<file path="src/rtl/stopwatch_pkg.sv">
// Shared types, constants and BCD helpers for the hundredths stopwatch.
package stopwatch_pkg;

    typedef enum logic [1:0] {IDLE, RUN, RUN_LAP, PAUSE} sw_state_t;

    typedef logic [3:0] bcd_digit_t;

    localparam bcd_digit_t  BCD_MAX      = 4'd9;
    localparam int unsigned NUM_DIGITS   = 4;
    localparam int unsigned VALUE_W      = NUM_DIGITS * 4;
    localparam int unsigned DEF_CLK_HZ   = 50_000_000;
    localparam int unsigned DEF_TICK_HZ  = 100;

    function automatic int unsigned prescale_max(input int unsigned clk_hz,
                                                 input int unsigned tick_hz);
        return (clk_hz / tick_hz) - 1;
    endfunction

    localparam int unsigned PRESCALE_MAX = prescale_max(DEF_CLK_HZ, DEF_TICK_HZ);

    // Ripple-carry increment across the packed BCD digits; 9999 wraps to 0000.
    function automatic logic [VALUE_W-1:0] bcd_inc(input logic [VALUE_W-1:0] v);
        logic [VALUE_W-1:0] r;
        logic               carry;
        bcd_digit_t         d;
        r     = v;
        carry = 1'b1;
        for (int i = 0; i < int'(NUM_DIGITS); i++) begin
            d = v[i*4 +: 4];
            if (carry) begin
                if (d >= BCD_MAX) begin
                    r[i*4 +: 4] = 4'd0;
                end else begin
                    r[i*4 +: 4] = d + 4'd1;
                    carry       = 1'b0;
                end
            end
        end
        return r;
    endfunction

endpackage

</file>
<file path="src/rtl/stopwatch_bcd_debounce.sv">
// Push-button conditioner: 2-FF synchronizer, stable-level counter, one-cycle press pulse.
module btn_debounce
    import stopwatch_pkg::*;
#(
    parameter int unsigned DEBOUNCE_CYCLES = 1_000_000
) (
    input  logic clk,
    input  logic reset,
    input  logic btn_n,
    output logic press
);

    localparam int unsigned CNT_W = $clog2(DEBOUNCE_CYCLES + 1);

    logic             sync1;
    logic             sync2;
    logic             stable;
    logic [CNT_W-1:0] cnt;

    // Accept a new level only after it has persisted; only the falling edge pulses.
    always_ff @(posedge clk) begin
        if (!reset) begin
            sync1  <= 1'b1;
            sync2  <= 1'b1;
            stable <= 1'b1;
            cnt    <= '0;
            press  <= 1'b0;
        end else begin
            sync1 <= btn_n;
            sync2 <= sync1;
            press <= 1'b0;
            if (sync2 == stable) begin
                cnt <= '0;
            end else if (cnt == CNT_W'(DEBOUNCE_CYCLES - 1)) begin
                stable <= sync2;
                cnt    <= '0;
                press  <= ~sync2;
            end else begin
                cnt <= cnt + CNT_W'(1);
            end
        end
    end

endmodule

</file>
<file path="src/rtl/stopwatch_bcd.sv">
// Hundredths stopwatch with lap hold; drives a packed-BCD SS.hh value to the display driver.
module stopwatch_bcd
    import stopwatch_pkg::*;
#(
    parameter int unsigned CLK_HZ          = DEF_CLK_HZ,
    parameter int unsigned TICK_HZ         = DEF_TICK_HZ,
    parameter int unsigned DEBOUNCE_CYCLES = 1_000_000
) (
    input  logic        clk,
    input  logic        reset,
    input  logic        btn_start_stop,
    input  logic        btn_lap,
    output logic [15:0] value,
    output logic        running,
    output logic        overflow
);

    localparam int unsigned PSC_MAX = prescale_max(CLK_HZ, TICK_HZ);
    localparam int unsigned PSC_W   = $clog2(PSC_MAX + 1);

    sw_state_t          state, state_n;
    logic [PSC_W-1:0]   presc, presc_n;
    logic [VALUE_W-1:0] count, count_n;
    logic [VALUE_W-1:0] lap, lap_n;
    logic [VALUE_W-1:0] value_n;
    logic               running_n;
    logic               overflow_n;
    logic               active;
    logic               tick;
    logic               ss;
    logic               lp;

    btn_debounce #(.DEBOUNCE_CYCLES(DEBOUNCE_CYCLES)) u_db_ss (
        .clk   (clk),
        .reset (reset),
        .btn_n (btn_start_stop),
        .press (ss)
    );

    btn_debounce #(.DEBOUNCE_CYCLES(DEBOUNCE_CYCLES)) u_db_lp (
        .clk   (clk),
        .reset (reset),
        .btn_n (btn_lap),
        .press (lp)
    );

    always_ff @(posedge clk) begin
        if (!reset) begin
            state    <= IDLE;
            presc    <= '0;
            count    <= '0;
            lap      <= '0;
            value    <= '0;
            running  <= 1'b0;
            overflow <= 1'b0;
        end else begin
            state    <= state_n;
            presc    <= presc_n;
            count    <= count_n;
            lap      <= lap_n;
            value    <= value_n;
            running  <= running_n;
            overflow <= overflow_n;
        end
    end

    // Time base and count advance first, then button events pick the next state.
    always_comb begin
        state_n    = state;
        presc_n    = presc;
        count_n    = count;
        lap_n      = lap;
        overflow_n = overflow;
        active     = (state == RUN) || (state == RUN_LAP);
        tick       = active && (presc == PSC_W'(PSC_MAX));

        if (active) begin
            presc_n = tick ? '0 : presc + PSC_W'(1);
            if (tick) begin
                count_n = bcd_inc(count);
                if (count == 16'h9999) begin
                    overflow_n = 1'b1;
                end
            end
        end else if (state == IDLE) begin
            presc_n = '0;
        end

        case (state)
            IDLE: begin
                if (ss) state_n = RUN;
            end
            RUN: begin
                if (ss) begin
                    state_n = PAUSE;
                end else if (lp) begin
                    state_n = RUN_LAP;
                    lap_n   = count;
                end
            end
            RUN_LAP: begin
                if (ss) begin
                    state_n = PAUSE;
                end else if (lp) begin
                    state_n = RUN;
                end
            end
            PAUSE: begin
                if (ss) begin
                    state_n = RUN;
                end else if (lp) begin
                    state_n    = IDLE;
                    count_n    = '0;
                    presc_n    = '0;
                    overflow_n = 1'b0;
                end
            end
            default: state_n = IDLE;
        endcase

        running_n = (state_n == RUN) || (state_n == RUN_LAP);
        value_n   = (state_n == RUN_LAP) ? lap_n : count_n;
    end

endmodule

</file>
<file path="config.mk">
export PLATFORM = sky130hd
export DESIGN_NAME = stopwatch_bcd
export DESIGN_NICKNAME = d
export VERILOG_FILES = /design/src/rtl/stopwatch_pkg.sv /design/src/rtl/stopwatch_bcd_debounce.sv /design/src/rtl/stopwatch_bcd.sv
export SDC_FILE = /design/constraint.sdc
export NUM_CORES = 1
export LEC_CHECK = 0
export CORE_MARGIN = 8
export CORE_UTILIZATION = 39
export CTS_BUF_LIST = sky130_fd_sc_hd__clkbuf_16
export DETAILED_ROUTE_END_ITERATION = 16
export GPL_ROUTABILITY_DRIVEN = 0
export GPL_TIMING_DRIVEN = 0
export MAX_ROUTING_LAYER = met4
export SETUP_SLACK_MARGIN = 0.05
export SLEW_MARGIN = 0
export SYNTH_ARGS = -nofsm -noshare
export SYNTH_HDL_FRONTEND = slang
export SYNTH_HIERARCHICAL = 1
export SYNTH_SLANG_ARGS = --single-unit
</file>
<file path="constraint.sdc">
create_clock -name clk -period 4.6 [get_ports clk]
set_input_delay 0.69 -clock clk [delete_from_list [all_inputs] [get_ports clk]]
set_output_delay 0.69 -clock clk [all_outputs]
set_load 0.02 [all_outputs]
</file>
==> reports/results.ini, run 1 <==
[outcome]
status = complete, no violations

[synthesis]
synth.area.top_cells = dfxtp_1 (43%), nor2_1 (5.6%), ha_1 (4.6%), nand3_1 (3.2%), a21oi_1 (3.0%)
netlist_area_mm2 = 0.005488
yosysWarnings = 6
synth_seq_cells = 119
netlist_instances = 619
synth-async-reset-ratio_pct = 0
ys.flop_type = dfxtp_1
avgSynthCellArea_um2 = 8.866
synth_nets = 643
synth_edf_count = 0
synth_cell_types = 59
synth_top_cell_area_share_pct = 43.41
ys_seq_area_share_pct = 43.41
synth_area_leader_cell = dfxtp_1

[final_layout]
drive_gt1_share_pct = 7.324
final_cell_area_mm2 = 0.006421
area_growth_pct = 17.01
final_cell_mix = dfxtp_1 (119), nor2_1 (82), nand2_1 (37), nand3_1 (35), a21oi_1 (33)
final_common_cell = dfxtp_1
insertedDiodeCount = 0
nets = 683

[die]
die_w_um = 134.6
rows = 43
pin_count = 22
core-area_mm2 = 0.01383
chipHeight_um = 134.6
dieArea_mm2 = 0.01812
start_util_pct = 39.69

[power]
pwr-share-clk_pct = 51.7
internal-power_mw = 1.750
p_seq_share_pct = 47.2
power_density_mw_per_mm2 = 341.8
comb_power_share_pct = 1.1
finalPower_mw = 2.195
ir_drop_uv = 263.6
power_switching_share_pct = 20.25
leakage_nw = 2.206
power.switching_mw = 0.4443

[detailed_routing]
drtPass1Iterations = 4
wl_per_cell_um = 14.15
drc = 0
drt_iter0_drc = 248
drtAntennaViolNets = 0
viasPerCell = 5.372
vias = 4561
routed_wl_mm = 12.02

[clock_network]
clk_latency_ns = 0.41
cts_setup_buffers = 0
cts_tree = done
cts_buffers = 17
ctsHtreeMaxLevel = 4
path_clk_slew_ns = 0.05
cts_buffer_depth = 2
clock_sinks = 119
ctsResizeCount = 0
cts_root_buffer = clkbuf_16
postCtsHoldBufs = 0

[place]
numPortBuffers = 21
postPlaceCellArea_mm2 = 0.005923
hpwl_mm = 8.492

[sta]
finalSetupTns_ns = 0
worstMarginPinSlew_ns = 0.8969
fin_crit_ns = 2.820
max_slew_margin_pct = 39.75
final_max_slew_viol_count = 0
finalSetupViolations = 0
clock_skew_ns = 0.007953
fin_crit_sh_pct = 61.31
grt_setup_unrepaired = no
hold_viol_final = 0
max_freq_mhz = 354.6

[critical_path]
crit_type = flop to flop
critPathLaunchType = flop
cp.required_ns = 4.86
crit_fanout = 10
critPathSlowestCell = clkbuf_1
worstSetupEndpointType = flop
crit_top_cell = ha_1
path_cells = inv_1, ha_1, nor2b_1, nor2_1, a211o_1, o41ai_1, ha_1, nand2b_1, clkbuf_1, o211ai_1
cp.arrival_ns = 3.08
critPathMaxStageDelay_ns = 0.48

[global_routing]
gr-total-overflow = 0
grt_start_max_net_pins = 17
grt_pass1_wl_mm = 20.55
antenna_found_initial = 0
grt_pass1_vias = 4408
track_usage_pct = 14.35

[hold_path]
hp-class = flop to flop

[flow_run]
cap_violations = 0

## metal layers
metal | global-route usage [%] | vias up | wire, um
met5 | - | - | 0
met1 | 16.91 | 2158 | 5801
met4 | 5.989 | 0 | 180
li1 | - | 2311 | -
met3 | 4.235 | 16 | 441
met2 | 22.45 | 76 | 5592
## cells in the mapped netlist (5+ instances only)
master,count
o21ai_0,18
xor2_1,14
dfxtp_1,119
and3_1,6
ha_1,20
a21oi_1,33
buf_6,5
nand2_1,37
a31oi_1,12
or3b_2,5
nand2b_1,8
or4_4,5
clkbuf_1,15
mux2i_1,15
inv_1,23
o31ai_1,8
or3_1,9
nand3_1,35
and2_1,6
nor3_1,17
nand4_1,15
xnor2_1,14
nor2b_1,6
nor4_1,12
o22ai_1,9
nor2_1,82
or4_1,12
## final cells by class
| type | instances | area, um^2 |
|---|---|---|
| clock buffers | 17 | 425.4 |
| plain buffers | 22 | 122.6 |
| well taps | 180 | 225.2 |
| clock inverters | 12 | 72.57 |
| flip-flops and latches | 119 | 2382 |
| repair buffers | 21 | 210.2 |
| fillers | 1330 | 7406 |
| inverters | 24 | 90.09 |
| multi-input cells | 454 | 2893 |
## through the flow
| stage | instances | hold slack [ns] | worst slack [ns] | utilization [%] |
|---|---|---|---|---|
| 2_1_floorplan | 619 | 0.3863 | 2.235 | - |
| 6_report | 849 | 0.4034 | 1.780 | 46.44 |
| 5_1_grt | 849 | 0.4231 | 1.573 | 46.44 |
| 4_1_cts | 849 | 0.4044 | 1.776 | 46.44 |
| 3_3_place_gp | 820 | 0.3910 | 1.579 | 42.84 |
| 3_5_place_dp | 820 | 0.3922 | 1.533 | 42.84 |
## worst max-delay path, delay by kind of cell (launching register included)
kind	cells	cell delay, ns
flops	1	0.36
fa+ha+maj	2	0.59
simple gates	3	0.54
compound gates	3	0.60
buf+inv	2	0.57
## flip-flops by register name (all words and copies together) (netlist names), 2 cells and up
name         count
u_db_lp/cnt     20
u_db_ss/cnt     20
presc           19
count           16
lap             16
value           16
state            2
## power by group through the flow
stage	combinational (mW)	clock [mW]	sequential (mW)
after detailed placement	0.0250	0	1.06
after floorplan	0.0137	0	1.06
final	0.0244	1.13	1.04
after global placement	0.0247	0	1.06
after CTS	0.0251	1.16	1.04
after global routing	0.0271	1.21	1.03
## path summary, 6_finish.rpt
kind,from,end,slack (ns),cells past startpoint
setup reg to reg,state[0]$_SDFF_PN0_,value[6]$_SDFF_PN0_,1.78,10
hold / removal,u_db_lp/sync1$_SDFF_PN1_,u_db_lp/sync2$_SDFF_PN1_,0.40,1
hold reg to reg,u_db_lp/sync1$_SDFF_PN1_,u_db_lp/sync2$_SDFF_PN1_,0.40,1
setup / recovery,state[0]$_SDFF_PN0_,value[6]$_SDFF_PN0_,1.78,10
## cells by family (layout without fill, tap and decap cells)
| logic type | after synthesis | in the layout | share of synthesized area, % |
|---|---|---|---|
| AO/OA/AOI/OAI | 118 | 118 | 14.39 |
| XOR/XNOR | 28 | 28 | 4.469 |
| multiplexers | 16 | 16 | 3.009 |
| flip-flops | 119 | 119 | 43.41 |
| AND/OR/NAND/NOR | 272 | 272 | 26.29 |
| buffers and inverters | 46 | 96 | 3.876 |
| adder cells (fa/ha/maj) | 20 | 20 | 4.560 |
No activity file was read; power rests on OpenSTA's default activity.
==> run 2, diff against run 1 <==
- clock period: 4.6 -> 2.78 ns (I/O delays scaled with it)
==> reports/results.ini, run 2 (synthesized netlist as in run 1, its figures left out) <==
[global_routing]
grt_pass1_vias = 4413  ; +0.11%
track_usage_pct = 14.39  ; +0.040 points
antenna_found_initial = 0  ; unchanged
gr-total-overflow = 0  ; unchanged
grt_start_max_net_pins = 17  ; unchanged
grt_pass1_wl_mm = 20.59  ; +0.20%

[hold_path]
hold_start = u_db_lp/sync1$_SDFF_PN1_
min_path_cells = 1  ; unchanged
hp-class = flop to flop
min_to = u_db_lp/sync2$_SDFF_PN1_

[detailed_routing]
vias = 4553  ; -0.18%
drt_iter0_drc = 221  ; -11%
drtAntennaViolNets = 0  ; unchanged
wl_per_cell_um = 14.21  ; +0.43%
routed_wl_mm = 12.07  ; +0.43%
viasPerCell = 5.363  ; -0.18%
route.met3.wl_um = 344  ; -22%
drc = 0  ; unchanged
wl_met1_mm = 5.976  ; +3.0%
dr_wl_met2_mm = 5.594  ; about the same
highest_layer = met4
drtPass1Iterations = 4  ; unchanged

[sta]
max_slew_margin_pct = 39.09  ; -0.66 points
finalSetupTns_ns = 0  ; unchanged
max_freq_mhz = 383.0  ; +8.0%
grt_setup_unrepaired = no
final_max_slew_viol_count = 0  ; unchanged
fin_crit_ns = 2.611  ; -0.2092 ns
hold_viol_final = 0  ; unchanged
finalSetupViolations = 0  ; unchanged
clock_skew_ns = 0.006306  ; -0.001647 ns
worstMarginPinSlew_ns = 0.9067  ; +0.009754 ns
fin_crit_sh_pct = 93.93  ; +33 points
setup_ws_ns = 0.1688  ; -1.611 ns

[place]
hpwl_mm = 8.492  ; unchanged
numPortBuffers = 21  ; unchanged
post-place-ws_ns = -0.01375  ; -1.547 ns

[die]
core-area_mm2 = 0.01383  ; unchanged
die_w_um = 134.6  ; unchanged
chipHeight_um = 134.6  ; unchanged
rows = 43  ; unchanged
start_util_pct = 39.69  ; unchanged
dieArea_mm2 = 0.01812  ; unchanged
pin_count = 22  ; unchanged

[power]
power_switching_share_pct = 20.18  ; -0.065 points
internal-power_mw = 2.897  ; +65%
power.switching_mw = 0.7324  ; +65%
power_density_mw_per_mm2 = 564.8  ; +65%
leakage_nw = 2.211  ; +0.27%
p_seq_share_pct = 47.2  ; about the same
pwr-share-clk_pct = 51.6  ; about the same
comb_power_share_pct = 1.1  ; about the same
ir_drop_uv = 435.6  ; +65%

[final_layout]
final_common_cell = dfxtp_1
nets = 683  ; unchanged
insertedDiodeCount = 0  ; unchanged
drive_gt1_share_pct = 7.623  ; +0.30 points
final_cell_mix = dfxtp_1 (119), nor2_1 (82), nand2_1 (37), nand3_1 (35), a21oi_1 (33)
reg_top3 = u_db_lp/cnt (20), u_db_ss/cnt (20), presc (19)
final_util_pct = 46.48  ; about the same
area_growth_pct = 17.10  ; about the same

[critical_path]
critPathMaxStageDelay_ns = 0.54  ; +0.06 ns
path_cells = or4b_1, or4_4, buf_6, o211ai_1, o21ai_0, a21o_1
reg2reg_from = presc[7]$_SDFF_PN0_
worstSetupEndpointType = flop
reg2reg_to = presc[16]$_SDFF_PN0_
r2r_setup_slack_ns = 0.17  ; -1.61 ns
cp.arrival_ns = 2.91  ; -0.17 ns
cp.required_ns = 3.08  ; -1.78 ns
rr_worst_depth = 6  ; -4
critPathLaunchType = flop
crit_type = flop to flop
critPathSlowestCell = or4b_1
crit_fanout = 8  ; -2

[clock_network]
cts_buffers = 17  ; unchanged
clk_latency_ns = 0.41  ; about the same
clock_sinks = 119  ; unchanged
cts_setup_buffers = 0  ; unchanged
path_clk_slew_ns = 0.05  ; about the same
cts_tree = done
postCtsHoldBufs = 0  ; unchanged
cts_root_buffer = clkbuf_16
cts_buffer_depth = 2  ; unchanged
ctsHtreeMaxLevel = 4  ; unchanged

[flow_run]
cap_violations = 0  ; unchanged

[outcome]
status = complete, no violations

-- run 2: cell counts in the layout (fill, tap and decap cells not counted) --
No cell type changed its count.
-- run 2: final cells by class --
class,instances,area [um^2]
buffer,22,127.6
timing repair buffer,21,210.2
fill,1330,7401
clock inverter,12,72.57
inverter,24,90.09
multi-input combinational,454,2893
tap,180,225.2
sequential,119,2382
clock buffer,17,425.4
-- run 2: layer usage --
layer	vias to the layer above	global-route usage (%)
met5	-	-
met4	0	6.051
met1	2163	17.06
li1	2313	-
met3	12	4.235
met2	65	22.37
-- run 2: how the worst max path moves through the flow --
stage	slack [ns]	end	startpoint
3_5_place_dp	-0.01	presc[3]$_SDFF_PN0_	reset
6_report	0.17	presc[16]$_SDFF_PN0_	presc[7]$_SDFF_PN0_
4_1_cts	0.18	value[7]$_SDFF_PN0_	state[0]$_SDFF_PN0_
2_1_floorplan	0.42	value[1]$_SDFF_PN0_	presc[6]$_SDFF_PN0_
5_1_grt	0.05	value[11]$_SDFF_PN0_	state[0]$_SDFF_PN0_
3_3_place_gp	0.03	presc[17]$_SDFF_PN0_	reset
-- run 2: timing repair --
action	in CTS	in global routing
setup endpoints to repair	9	12
cloned	0	0
gates resized for setup	1	4
-- run 2: stage by stage --
stage / hold WS, ns / std cells / instance area [um^2] / total power [mW]
2_1_floorplan: 0.3863 / 619 / 5488 / 1.771
3_3_place_gp: 0.3910 / 820 / 5923 / 1.790
3_5_place_dp: 0.3922 / 820 / 5923 / 1.790
4_1_cts: 0.4044 / 849 / 6422 / 3.682
5_1_grt: 0.4231 / 849 / 6426 / 3.754
6_report: 0.4034 / 849 / 6426 / 3.629
-- run 2: power groups by stage --
| stage | Sequential, mW | Clock, mW | Combinational (mW) |
|---|---|---|---|
| 2_1_floorplan | 1.75 | 0 | 0.0227 |
| 3_3_place_gp | 1.75 | 0 | 0.0409 |
| 3_5_place_dp | 1.75 | 0 | 0.0414 |
| 4_1_cts | 1.71 | 1.93 | 0.0418 |
| 5_1_grt | 1.71 | 2.00 | 0.0458 |
| 6_report | 1.71 | 1.87 | 0.0416 |
-- run 2: worst max-delay path: cells and delay by family (launching register included) --
kind                   cells  cell delay (ns)
AOI/OAI and AO/OA          3             0.91
and+or+nand+nor            2             1.06
DFF                        1             0.37
buffers and inverters      1             0.16
